==> src/rtl/prog_counter_pkg.sv <==
// Shared types and default constants for the program counter block.
// The optional return-address stack is selected with PROG_COUNTER_RAS_EN.
package prog_counter_pkg;

    localparam int DEF_ADDR_W    = 8;
    localparam int DEF_RESET_VEC = 0;
    localparam int DEF_RAS_DEPTH = 4;

    typedef enum logic {
        RUN    = 1'b0,
        HALTED = 1'b1
    } state_t;

    typedef enum logic [2:0] {
        HOLD   = 3'd0,
        RET    = 3'd1,
        CALL   = 3'd2,
        JUMP   = 3'd3,
        BRANCH = 3'd4,
        INC    = 3'd5
    } sel_t;

endpackage

==> src/rtl/prog_counter_ras.sv <==
// Return-address stack (module pc_ras): LIFO of DEPTH entries with full/empty flags.
// Only the occupancy count is reset; stale entries beyond it are never read.
module pc_ras #(
    parameter int DATA_W = 8,
    parameter int DEPTH  = 4
) (
    input  logic              clock,
    input  logic              reset,
    input  logic              push,
    input  logic              pop,
    input  logic [DATA_W-1:0] push_data,
    output logic [DATA_W-1:0] top,
    output logic              full,
    output logic              empty
);

    localparam int CW = $clog2(DEPTH + 1);
    localparam int IW = (DEPTH > 1) ? $clog2(DEPTH) : 1;

    logic [CW-1:0]     count;
    logic [IW-1:0]     wr_idx;
    logic [IW-1:0]     rd_idx;
    logic [DATA_W-1:0] mem [DEPTH];

    assign full   = (count == CW'(DEPTH));
    assign empty  = (count == '0);
    assign wr_idx = IW'(count);
    assign rd_idx = empty ? '0 : IW'(count - CW'(1));
    assign top    = mem[rd_idx];

    always_ff @(posedge clock or posedge reset) begin
        if (reset) begin
            count <= '0;
        end else if (push && !full) begin
            count <= count + CW'(1);
        end else if (pop && !empty) begin
            count <= count - CW'(1);
        end
    end

    always_ff @(posedge clock) begin
        if (push && !full) begin
            mem[wr_idx] <= push_data;
        end
    end

endmodule

==> src/rtl/prog_counter.sv <==
// Program counter with halt, stall, jump, relative branch and optional call/return
// stack (define PROG_COUNTER_RAS_EN to build the stack and the ras_err flag).
module prog_counter
    import prog_counter_pkg::*;
#(
    parameter int ADDR_W    = DEF_ADDR_W,
    parameter int RESET_VEC = DEF_RESET_VEC,
    parameter int RAS_DEPTH = DEF_RAS_DEPTH
) (
    input  logic                     clock,
    input  logic                     reset,
    input  logic                     encerra,
    input  logic                     stall,
    input  logic                     jump,
    input  logic        [ADDR_W-1:0] jump_addr,
    input  logic                     branch,
    input  logic signed [ADDR_W-1:0] branch_off,
    input  logic                     call,
    input  logic                     ret,
    output logic        [ADDR_W-1:0] pc_out,
    output logic                     halted,
    output logic                     ras_err
);

    localparam logic [ADDR_W-1:0] RST_PC = ADDR_W'(RESET_VEC);

    state_t            state;
    state_t            state_next;
    sel_t              sel;
    logic [ADDR_W-1:0] pc_next;
    logic [ADDR_W-1:0] pc_inc;
    logic [ADDR_W-1:0] pc_branch;

    assign pc_inc    = pc_out + ADDR_W'(1);
    assign pc_branch = pc_out + $unsigned(branch_off);
    assign halted    = (state == HALTED);

`ifdef PROG_COUNTER_RAS_EN
    logic              push;
    logic              pop;
    logic              err_set;
    logic [ADDR_W-1:0] ras_top;
    logic              ras_full;
    logic              ras_empty;

    pc_ras #(
        .DATA_W (ADDR_W),
        .DEPTH  (RAS_DEPTH)
    ) u_ras (
        .clock     (clock),
        .reset     (reset),
        .push      (push),
        .pop       (pop),
        .push_data (pc_inc),
        .top       (ras_top),
        .full      (ras_full),
        .empty     (ras_empty)
    );

    always_ff @(posedge clock or posedge reset) begin
        if (reset) begin
            ras_err <= 1'b0;
        end else if (err_set) begin
            ras_err <= 1'b1;
        end
    end
`else
    // Without the stack, ret has no effect and the depth is irrelevant.
    logic unused_ras;
    assign unused_ras = ret ^ (RAS_DEPTH < 2);
    assign ras_err    = 1'b0;
`endif

    always_comb begin
        state_next = state;
        sel        = INC;
`ifdef PROG_COUNTER_RAS_EN
        push       = 1'b0;
        pop        = 1'b0;
        err_set    = 1'b0;
`endif
        if (state == HALTED) begin
            sel = HOLD;
        end else if (encerra) begin
            sel        = HOLD;
            state_next = HALTED;
        end else if (stall) begin
            sel = HOLD;
`ifdef PROG_COUNTER_RAS_EN
        end else if (ret) begin
            // Underflow falls back to a plain increment, not to call/jump.
            if (ras_empty) begin
                sel     = INC;
                err_set = 1'b1;
            end else begin
                sel = RET;
                pop = 1'b1;
            end
        end else if (call) begin
            sel = CALL;
            if (ras_full) begin
                err_set = 1'b1;
            end else begin
                push = 1'b1;
            end
`else
        end else if (call) begin
            sel = CALL;
`endif
        end else if (jump) begin
            sel = JUMP;
        end else if (branch) begin
            sel = BRANCH;
        end else begin
            sel = INC;
        end
    end

    always_comb begin
        pc_next = pc_out;
        case (sel)
            HOLD:   pc_next = pc_out;
`ifdef PROG_COUNTER_RAS_EN
            RET:    pc_next = ras_top;
`endif
            CALL:   pc_next = jump_addr;
            JUMP:   pc_next = jump_addr;
            BRANCH: pc_next = pc_branch;
            INC:    pc_next = pc_inc;
            default: pc_next = pc_out;
        endcase
    end

    always_ff @(posedge clock or posedge reset) begin
        if (reset) begin
            state  <= RUN;
            pc_out <= RST_PC;
        end else begin
            state  <= state_next;
            pc_out <= pc_next;
        end
    end

endmodule
==> config.mk <==
export PLATFORM = sky130hd
export DESIGN_NAME = prog_counter
export DESIGN_NICKNAME = d
export VERILOG_FILES = /design/src/rtl/prog_counter_pkg.sv /design/src/rtl/prog_counter_ras.sv /design/src/rtl/prog_counter.sv
export SDC_FILE = /design/constraint.sdc
export NUM_CORES = 1
export LEC_CHECK = 0
export ABC_AREA = 1
export CAP_MARGIN = 10
export CORE_MARGIN = 2
export CORE_UTILIZATION = 30
export DETAILED_ROUTE_END_ITERATION = 16
export GPL_TIMING_DRIVEN = 0
export PLACE_DENSITY = 0.67
export SETUP_SLACK_MARGIN = 0.15
export SYNTH_ARGS = -nofsm -noshare
export SYNTH_HDL_FRONTEND = slang
export SYNTH_SLANG_ARGS = --single-unit
==> constraint.sdc <==
create_clock -name clock -period 2.5 [get_ports clock]
set_input_delay 0.375 -clock clock [delete_from_list [all_inputs] [get_ports clock]]
set_output_delay 0.375 -clock clock [all_outputs]
set_load 0.1 [all_outputs]
==> out/qor.yml, run 1 <==
status: "finished, final reports clean"
maxSlewViolCount: 0
finClkSkew_ns: 0.00165
layout_min_cycle_time_ns: 2.23
vias_per_cell: 4.62
cts_buffers: 3
ys_top_cells_by_area: "dfrtp_1 (26%), nand2_1 (12%), ha_1 (10%), inv_1 (9.1%), a21oi_1 (7.5%)"
ir_drop_mv: 0.339
io_buffers: 31
antenna_found_initial: 0
grt_remaining_overflow: 0
fillers: 291
finalSetupTns_ns: 0
insertion_delay_ns: 0.27
root_buffer: "clkbuf_4"
crit_family: "buffers and inverters"
fmax_mhz: 449
p_sw_share_pct: 46.9
clk_pin_slew_ns: 0.07
r2r_setup_slack_ns: 0.33
p_int_w: 0.000349
cts_sinks: 9
power.leakage_nw: 0.710
n_antenna_cell: 0
end_kind: "output pin"
fin_crit_sh_pct: 89.1
timing.rr.start: "halted"
synth_top_area_share_pct: 26.0
drv_cap: 0
layout_common_cells: "nand2_1 (27), clkdlybuf4s50_1 (27), inv_1 (20), a21oi_1 (13)"
crit_fanout: 5
drc: 0
crit_slowest_cell: "clkdlybuf4s50_1"
worst_pin_slew_ns: 0.976
p_total_w: 0.000656
drtAntennaViolNets: 0
comb_power_share_pct: 54.0
start_util_pct: 31.4
grt_pass1_wl_mm: 3.68
track_usage_pct: 14.1
yosysTopAreaCell: "dfrtp_1"
netlist_instances: 126
die_x_um: 57.8
rows: 19
setup_viol: 0
finalHoldViolCount: 0
relSlewSlack_pct: 34.7
grt_start_max_net_pins: 11
p_per_area_nw_per_um2: 490
dp.final_hpwl_mm: 1.72
rr_worst_depth: 13
yosys.cell_types.count: 23
drt_iter0_drc: 18
finalNetCount: 200
ioPinCount: 34
die-area_um2: 3340
gp_congestion: 0.831
netlist_area_um2: 867
clkPwrFrac_pct: 18.9
r2r_end: "pc_out[6]"
vias: 915
ys_warn_count: 0
drt-total-wl_mm: 2.18
ctsHoldBuffers: 0
path_class: "reg2out"
core_area_um2: 2760
switching_power_w: 0.000307
synthToLayoutAreaGrowth_pct: 54.4
slowest_delay_ns: 1.17
cts_tree: "built"
wire_per_inst_um: 11.0
cp-start-kind: "flop"
multi_input_area_um2: 559
seqPwrFrac_pct: 27.1
critical_path_arrival_ns: 1.85
holdCritPathClass: "in2async"
htreeDepth: 1
synth_nets: 158
seq_area_frac_synth_pct: 26.0
grt_pass1_vias: 850
regArea_um2: 229
path_buf_inv: 1
cp.required_ns: 2.12
ys_ff_latch: 9
drt_pass1_iterations: 4
rsz0062_at_grt: "no"
clockBufferDepth: 2
cp_cell_sequence: "clkdlybuf4s50_1"
drive_gt1_share_pct: 16.2
synth_area_per_cell_um2: 6.88
die_y_um: 57.8
power groups by stage:
stage	registers [W]	logic, W	clock network (W)
2_1_floorplan	0.000293	0.000125	0
3_3_place_gp	0.000178	0.000331	0
3_5_place_dp	0.000179	0.000335	0
4_1_cts	0.000177	0.000338	0.000123
5_1_grt	0.000181	0.000383	0.000132
6_report	0.000177	0.000354	0.000124
per-stage QoR:
stage / hold slack [ns] / utilization (%) / instance area (um^2) / setup slack [ns] / instances
4_1_cts: 0.401 / 46.2 / 1270 / 0.165 / 194
3_5_place_dp: 0.517 / 44.5 / 1230 / -0.357 / 188
2_1_floorplan: 0.203 / - / 878 / 0.192 / 126
5_1_grt: 0.427 / 48.5 / 1340 / 0.159 / 198
6_report: 0.373 / 48.5 / 1340 / 0.274 / 198
3_3_place_gp: 0.512 / 44.5 / 1230 / -0.342 / 188
layer usage:
metal	track usage [%]	vias to the layer above	wire length [um]
li1	-	483	-
met1	18.5	403	953
met2	24.2	26	1070
met3	2.68	3	128
met4	2.99	0	30
met5	0	-	0
cell usage after synthesis:
| library cell | n |
|---|---|
| a21oi_1 | 13 |
| o21ai_0 | 8 |
| nor2_2 | 2 |
| inv_1 | 21 |
| inv_2 | 2 |
| ha_1 | 7 |
| o21ai_1 | 2 |
| nand2_1 | 28 |
| conb_1 | 1 |
| nor2_1 | 11 |
| fa_1 | 1 |
| bufinv_8 | 1 |
| a21o_1 | 1 |
| nor2_8 | 2 |
| dfrtp_1 | 9 |
| a21oi_2 | 1 |
| xor2_1 | 1 |
| buf_4 | 1 |
| nand4_1 | 1 |
| o21ai_2 | 1 |
| nand3_1 | 10 |
| or2_2 | 1 |
| inv_6 | 1 |
flip-flops by register name (all words and copies together), names as in the netlist:
| register | count |
|---|---|
| halted | 1 |
| pc_out | 8 |
cell type report:
class	instances	area share, %
Multi-Input combinational cell	91	41.8
Timing Repair Buffer	37	27.3
Sequential cell	9	17.1
Inverter	25	8.41
Tap cell	31	2.90
Clock buffer	4	1.96
Buffer	1	0.561
worst max path at each step:
stage | from | cells after the start | end | slack, ns
floorplan | halted | 12 | pc_out[6] | 0.19
global placement | call | 14 | pc_out[6] | -0.34
detailed placement | call | 13 | pc_out[6] | -0.36
CTS | stall | 11 | pc_out[1] | 0.17
global route | halted | 13 | pc_out[6] | 0.16
finish | pc_out[7] | 1 | pc_out[7] | 0.27
logic make-up (layout without fill, tap and decap cells):
| group | Yosys count | after routing | synth area share, % |
|---|---|---|---|
| other cells | 1 | 1 | 0.432 |
| buf+inv | 26 | 67 | 13.9 |
| simple gates | 55 | 55 | 30.2 |
| xor+xnor | 1 | 1 | 1.01 |
| compound gates | 26 | 26 | 16.2 |
| fa+ha+maj | 8 | 8 | 12.4 |
| flops | 9 | 9 | 26.0 |
timing repair:
| item | in CTS | in global routing |
|---|---|---|
| buffers inserted | 2 | 4 |
| setup endpoints to repair | 5 | 6 |
| resized for setup | 1 | 10 |
| pin swaps | 1 | 7 |
No activity file was read; power rests on OpenSTA's default activity.
==> run 2, diff against run 1 <==
Settings changed: CAP_MARGIN 10 to 15.
==> results of run 2 <==
Final layout, timing and power as in run 1 (identical DEF).
